[config.mk]
export PLATFORM = sky130hd
export DESIGN_NAME = ecc_rx_unpack
export DESIGN_NICKNAME = d
export VERILOG_FILES = /design/src/rtl/ecc_pkg.sv /design/src/rtl/ecc_rx_fifo.sv /design/src/rtl/ecc_rx_unpack.sv
export SDC_FILE = /design/constraint.sdc
export NUM_CORES = 1
export LEC_CHECK = 0
export CELL_PAD_IN_SITES_DETAIL_PLACEMENT = 1
export CELL_PAD_IN_SITES_GLOBAL_PLACEMENT = 1
export CORE_AREA = 5 5 146 148
export CTS_CLUSTER_SIZE = 30
export DETAILED_ROUTE_END_ITERATION = 8
export DIE_AREA = 0 0 151 153
export PLACE_DENSITY = 0.83
export SLEW_MARGIN = 20
export SYNTH_ARGS = -nofsm -noshare
export SYNTH_HDL_FRONTEND = slang
export SYNTH_HIERARCHICAL = 1
export SYNTH_SLANG_ARGS = --single-unit
[constraint.sdc]
create_clock -name clk -period 5.73 [get_ports clk]
set_input_delay 1.146 -clock clk [delete_from_list [all_inputs] [get_ports clk]]
set_output_delay 1.146 -clock clk [all_outputs]
set_load 0.02 [all_outputs]
[src/rtl/ecc_pkg.sv]
// rtl/ecc_pkg.sv - shared FSM state type, widths and defaults for the ECC receive unpacker
package ecc_pkg;

  // Width of one point coordinate (x or y) and of one plaintext byte
  localparam int PT_W            = 8;
  localparam int BYTE_W          = 8;
  // One beat carries two points, i.e. four coordinates
  localparam int BEAT_W          = 4 * PT_W;
  // Default decrypt-core latency and the width of the latency down-counter (covers 1..7)
  localparam int DEC_LAT_DEFAULT = 2;
  localparam int LAT_W           = 3;

  typedef enum logic [2:0] {
    S_IDLE,
    S_ISSUE_LO,
    S_WAIT_LO,
    S_ISSUE_HI,
    S_WAIT_HI,
    S_DONE
  } rx_state_t;

  // Beat layout in the FIFO: {y2,x2} in the upper half, {y1,x1} in the lower half,
  // so each half is exactly the {y,x} word handed to one decrypt core.
  function automatic logic [BEAT_W-1:0] pack_beat(
    input logic [PT_W-1:0] x1,
    input logic [PT_W-1:0] y1,
    input logic [PT_W-1:0] x2,
    input logic [PT_W-1:0] y2
  );
    return {y2, x2, y1, x1};
  endfunction

endpackage

[src/rtl/ecc_rx_fifo.sv]
// rtl/ecc_rx_fifo.sv - ciphertext beat buffer with push/pop/full/empty
module ecc_rx_fifo #(
  parameter int DEPTH = 4,
  parameter int WIDTH = 32
) (
  input  logic             clk,
  input  logic             reset,
  input  logic             i_push,
  input  logic [WIDTH-1:0] i_push_data,
  input  logic             i_pop,
  output logic [WIDTH-1:0] o_pop_data,
  output logic             o_full,
  output logic             o_empty
);

  localparam int AW = (DEPTH > 1) ? $clog2(DEPTH) : 1;

  logic [WIDTH-1:0] r_mem [DEPTH];
  logic [AW-1:0]    r_wr_ptr;
  logic [AW-1:0]    r_rd_ptr;
  logic [AW:0]      r_count;

  // Head of queue is read combinationally so the pop cycle can register it directly
  assign o_pop_data = r_mem[r_rd_ptr];
  assign o_full     = (r_count == (AW+1)'(DEPTH));
  assign o_empty    = (r_count == '0);

  // Storage array; contents are don't-care until written, so no reset
  always_ff @(posedge clk) begin
    if (i_push) begin
      r_mem[r_wr_ptr] <= i_push_data;
    end
  end

  // Pointers wrap naturally because DEPTH is a power of two; push and pop together keep occupancy
  always_ff @(posedge clk) begin
    if (reset) begin
      r_wr_ptr <= '0;
      r_rd_ptr <= '0;
      r_count  <= '0;
    end else begin
      if (i_push) begin
        r_wr_ptr <= r_wr_ptr + AW'(1);
      end
      if (i_pop) begin
        r_rd_ptr <= r_rd_ptr + AW'(1);
      end
      case ({i_push, i_pop})
        2'b10:   r_count <= r_count + (AW+1)'(1);
        2'b01:   r_count <= r_count - (AW+1)'(1);
        default: r_count <= r_count;
      endcase
    end
  end

endmodule

[src/rtl/ecc_rx_unpack.sv]
// rtl/ecc_rx_unpack.sv - beat buffering, decrypt sequencing and word reassembly (ECC_RX_STATS_EN adds the word counter)
module ecc_rx_unpack
  import ecc_pkg::*;
#(
  parameter int DEC_LAT    = DEC_LAT_DEFAULT,
  parameter int FIFO_DEPTH = 4
) (
  input  logic                clk,
  input  logic                reset,
  input  logic                s0,
  input  logic [PT_W-1:0]     x_in1,
  input  logic [PT_W-1:0]     y_in1,
  input  logic [PT_W-1:0]     x_in2,
  input  logic [PT_W-1:0]     y_in2,
  output logic [2*PT_W-1:0]   dec_in0,
  output logic [2*PT_W-1:0]   dec_in1,
  input  logic [BYTE_W-1:0]   dec_out0,
  input  logic [BYTE_W-1:0]   dec_out1,
  output logic [4*BYTE_W-1:0] data_out,
  output logic                data_valid,
  output logic                fifo_full,
  output logic                overflow,
  output logic [15:0]         rx_word_cnt
);

  logic              w_fifo_full;
  logic              w_fifo_empty;
  logic              w_push;
  logic              w_pop;
  logic [BEAT_W-1:0] w_beat;
  logic [BEAT_W-1:0] w_head;
  logic              w_cap_lo;
  logic              w_cap_hi;
  logic              w_done;
  logic              w_lat_zero;

  rx_state_t         r_state;
  rx_state_t         w_next;

  logic [LAT_W-1:0]    r_lat_cnt;
  logic [2*PT_W-1:0]   r_dec_in0;
  logic [2*PT_W-1:0]   r_dec_in1;
  logic [4*BYTE_W-1:0] r_word;
  logic [4*BYTE_W-1:0] r_data_out;
  logic                r_data_valid;
  logic                r_overflow;

  assign w_beat     = pack_beat(x_in1, y_in1, x_in2, y_in2);
  // A beat arriving at full still fits when the FSM frees a slot in the same cycle
  assign w_push     = s0 && (!w_fifo_full || w_pop);
  assign w_lat_zero = (r_lat_cnt == '0);

  ecc_rx_fifo #(
    .DEPTH (FIFO_DEPTH),
    .WIDTH (BEAT_W)
  ) u_fifo (
    .clk         (clk),
    .reset       (reset),
    .i_push      (w_push),
    .i_push_data (w_beat),
    .i_pop       (w_pop),
    .o_pop_data  (w_head),
    .o_full      (w_fifo_full),
    .o_empty     (w_fifo_empty)
  );

  // State register
  always_ff @(posedge clk) begin
    if (reset) begin
      r_state <= S_IDLE;
    end else begin
      r_state <= w_next;
    end
  end

  // Next-state and per-state strobes: low half first, high half second, then one DONE cycle
  always_comb begin
    w_next   = r_state;
    w_pop    = 1'b0;
    w_cap_lo = 1'b0;
    w_cap_hi = 1'b0;
    w_done   = 1'b0;
    case (r_state)
      S_IDLE: begin
        if (!w_fifo_empty) w_next = S_ISSUE_LO;
      end
      S_ISSUE_LO: begin
        if (!w_fifo_empty) begin
          w_pop  = 1'b1;
          w_next = S_WAIT_LO;
        end
      end
      S_WAIT_LO: begin
        if (w_lat_zero) begin
          w_cap_lo = 1'b1;
          w_next   = S_ISSUE_HI;
        end
      end
      S_ISSUE_HI: begin
        if (!w_fifo_empty) begin
          w_pop  = 1'b1;
          w_next = S_WAIT_HI;
        end
      end
      S_WAIT_HI: begin
        if (w_lat_zero) begin
          w_cap_hi = 1'b1;
          w_next   = S_DONE;
        end
      end
      S_DONE: begin
        w_done = 1'b1;
        w_next = S_IDLE;
      end
      default: w_next = S_IDLE;
    endcase
  end

  // Decrypt-core drive, latency countdown and half-word staging; data_out only changes on DONE
  always_ff @(posedge clk) begin
    if (reset) begin
      r_dec_in0    <= '0;
      r_dec_in1    <= '0;
      r_lat_cnt    <= '0;
      r_word       <= '0;
      r_data_out   <= '0;
      r_data_valid <= 1'b0;
    end else begin
      if (w_pop) begin
        r_dec_in0 <= w_head[2*PT_W-1:0];
        r_dec_in1 <= w_head[4*PT_W-1:2*PT_W];
        r_lat_cnt <= LAT_W'(DEC_LAT - 1);
      end else if (!w_lat_zero) begin
        r_lat_cnt <= r_lat_cnt - LAT_W'(1);
      end
      if (w_cap_lo) begin
        r_word[2*BYTE_W-1:0] <= {dec_out1, dec_out0};
      end
      if (w_cap_hi) begin
        r_word[4*BYTE_W-1:2*BYTE_W] <= {dec_out1, dec_out0};
      end
      if (w_done) begin
        r_data_out <= r_word;
      end
      r_data_valid <= w_done;
    end
  end

  // Sticky drop flag: a beat offered at full with no slot freed this cycle is lost
  always_ff @(posedge clk) begin
    if (reset) begin
      r_overflow <= 1'b0;
    end else if (s0 && w_fifo_full && !w_pop) begin
      r_overflow <= 1'b1;
    end
  end

`ifdef ECC_RX_STATS_EN
  logic [15:0] r_rx_word_cnt;

  // Delivered-word counter, advancing together with data_valid and holding at all-ones
  always_ff @(posedge clk) begin
    if (reset) begin
      r_rx_word_cnt <= '0;
    end else if (w_done && (r_rx_word_cnt != 16'hFFFF)) begin
      r_rx_word_cnt <= r_rx_word_cnt + 16'd1;
    end
  end

  assign rx_word_cnt = r_rx_word_cnt;
`else
  assign rx_word_cnt = '0;
`endif

  assign dec_in0    = r_dec_in0;
  assign dec_in1    = r_dec_in1;
  assign data_out   = r_data_out;
  assign data_valid = r_data_valid;
  assign fifo_full  = w_fifo_full;
  assign overflow   = r_overflow;

endmodule

==> run metrics <==
status=finished, final reports clean; Max-slew headroom=0.374; R2R Path End=u_fifo/r_count[2]; fraction of layout cells with a size suffix above 1=0.105; Post-Syn Instances=674; syn_area_per_cell=13.6 µm²; Ant. Diodes=0; number of synthesized register bits=241; via count=5554; Fillers=1989; postcts setup bufs=0; CTS Buffer Depth=3; Initial Util=0.459; Final Max Tran Viols=0; Synth Area in XOR/XNOR=0.00671; worst skew pair latency=0.52 ns; Synth Flop Type=edfxtp_1; GR Util met3=0.0278; setup TNS=0 ns; CTS Root Cell=clkbuf_16; met1 usage=0.231; Remaining DRCs=0; leakage=3.78 nW; Synth Area in Adders=0.0118; gpl congestion=0.733; CP max stage delay=0.67 ns; Synth-to-Final Area Change=22.7%; Resize count post-CTS=0; CTS Buf Count=25; IO Port Bufs=117; list of most frequent post-synthesis cells=nand2_1, edfxtp_1, dfxtp_1, a21oi_1, nand2b_1; Tmin final=3.67 ns; number of routed nets with antenna violations=0; Unique masters post-synth=38; PD cells=392 nW/µm²; Hold Path Sink=data_out[13]; most common cell in the netlist=nand2_1; leading area contributor after synthesis=edfxtp_1; antenna violations before repair=0; met2 usage=0.334; Max FO, Critical Path=38; area fraction in compound gates after synthesis=0.0426; # rows=52; crit path DAT=4.10 ns; Post-DP HPWL=13600 µm; layer carrying the most global-route usage=met2; Setup Skew=0.0182 ns; starting DRC count in detailed routing=349; max_cap viols=0; largest family of logic cells by synthesized area=multiplexers; Critical Path RT=6.15 ns; Sequential Area=6110 µm²; Final Setup Violations=0; Yosys top cell area share=0.421; Post-Route WL=21400 µm; worst-path cell chain=nor3_1 -> or3b_1 -> buf_4 -> clkinv_2 -> ha_1 -> inv_1 -> fa_1 -> xor2_1 -> or3_1 -> a21oi_1; sequential area share after synthesis=0.668; Synth Warn #=6; Hold WC Path Type=flip-flop to flip-flop; H-tree depth=1; fmax=272 MHz; largest cells by area after synthesis=edfxtp_1, dfxtp_1, mux4_2; post-synthesis mux area share=0.117; Vias/cell=5.21; Fin. Hold Viols=0; CTS sink cnt=241; Cells after DPL=1022; Boundary Pins=134; Pre-Repair DR Iteration Count=5; total congestion overflow=0; post-synthesis simple-gate area fraction=0.108; GRT Util Overall=0.185; Max stage delay cell, worst path=or3b_1; VDD IR max=0.224 mV; Worst Setup End Kind=flip-flop; Worst-Margin Slew=0.939 ns; Worst R2R Setup Slack=2.06 ns; Layout Nets=838; Setup CP Type=flip-flop to flip-flop; fin cells=1067; WHS Path Cells=2; wire per inst=20.0 µm; die height=153 µm; post-layout util=0.563; Core Area=19900 µm²; CTS tree=done; final worst path period share=0.641; reg2reg path depth=10; first-pass GRT wire length=33800 µm; number of flops mapped to enable cells by yosys=128; Synth async-reset ratio=0; hold-fix buffers at CTS=0; die area=23100 µm²; number of global-route vias before repair=6034; die width=151 µm; Worst R2R Start=u_fifo/r_count[0]; RSZ-0062 raised after global routing=no; Multi-input gate area=2680 µm²; Worst Hold Launch=r_word[13]; Worst Setup Start Kind=flip-flop; largest net degree at the start of global routing=129; Cell Area, Synth=9140 µm²; Reg clk slew, reported paths=0.06 ns
## area by class of cell
cell class              count  area share
inverters                   9     0.00313
multi-input cells         383       0.239
flip-flops and latches    241       0.545
clock inverters            12      0.0132
well taps                 270      0.0301
repair buffers            119       0.106
clock buffers              33      0.0630
## cells by family after synthesis
| logic type | after synthesis |
|---|---|
| and+or+nand+nor | 212 |
| xor gates and xnor gates | 7 |
| other | 1 |
| buffers and inverters | 65 |
| DFF | 241 |
| AOI/OAI and AO/OA | 74 |
| muxes | 66 |
| adders and majority gates | 8 |
## state kept, by name, summed over array words and instances, names as in the netlist, named ones only
name / count
u_fifo/r_mem: 128
data_out: 32
r_word: 32
dec_in0: 16
dec_in1: 16
r_lat_cnt: 3
r_state: 3
u_fifo/r_count: 3
u_fifo/r_rd_ptr: 2
u_fifo/r_wr_ptr: 2
data_valid: 1
overflow: 1
## cell usage in the layout (no fill, tap or decap), drive strengths merged, types with 4 or more instances in the layout
cell type / n
ha: 7
nor3: 5
edfxtp: 128
conb: 16
a21oi: 67
and2: 4
mux4: 32
nand2b: 51
dfxtp: 113
clkinv: 6
clkbuf: 33
xnor2: 4
inv: 10
clkdlybuf4s50: 116
nor2: 13
mux2i: 34
nand2: 129
## worst max-delay path: cells and delay by family (launching register included)
family          cells  cell delay (ns)
fa+ha+maj           2             0.63
compound gates      1             0.17
flops               1             0.33
buf+inv             3             0.97
xor+xnor            1             0.10
simple gates        3             1.38
## layer usage
layer  up-vias  routed length, µm
li1       2552                  -
met1      2790               8690
met2       175              11100
met3        37               1150
met4         0                428
met5         -                  0
## stage by stage
stage	power [W]	setup slack, ns	instance area (µm²)	hold WS, ns
floorplan	0.00256	2.81	9190	0.432
global placement	0.00270	2.25	10300	0.440
detailed placement	0.00276	2.07	10400	0.449
CTS	0.00444	1.97	11200	0.449
global route	0.00459	1.71	11200	0.471
finish	0.00439	2.06	11200	0.447
## how the worst max path moves through the flow
stage | start | to | cells past startpoint
5_1_grt | u_fifo/r_count[0] | u_fifo/r_count[2] | 10
3_5_place_dp | u_fifo/r_count[0] | u_fifo/r_count[2] | 10
2_1_floorplan | s0 | u_fifo/r_mem[0][0] | 2
6_report | u_fifo/r_count[0] | u_fifo/r_count[2] | 10
4_1_cts | u_fifo/r_count[0] | u_fifo/r_count[2] | 10
3_3_place_gp | u_fifo/r_count[1] | u_fifo/r_count[2] | 10
## where the power goes
part | total (W) | internal [W] | switching (W) | leakage (nW)
logic | 0.000646 | 0.000298 | 0.000349 | 1.27
registers | 0.00208 | 0.00197 | 0.000110 | 2.09
clock network | 0.00167 | 0.00100 | 0.000664 | 0.417
total | 0.00439 | 0.00327 | 0.00112 | 3.78
(Power assumes the default switching activity.)
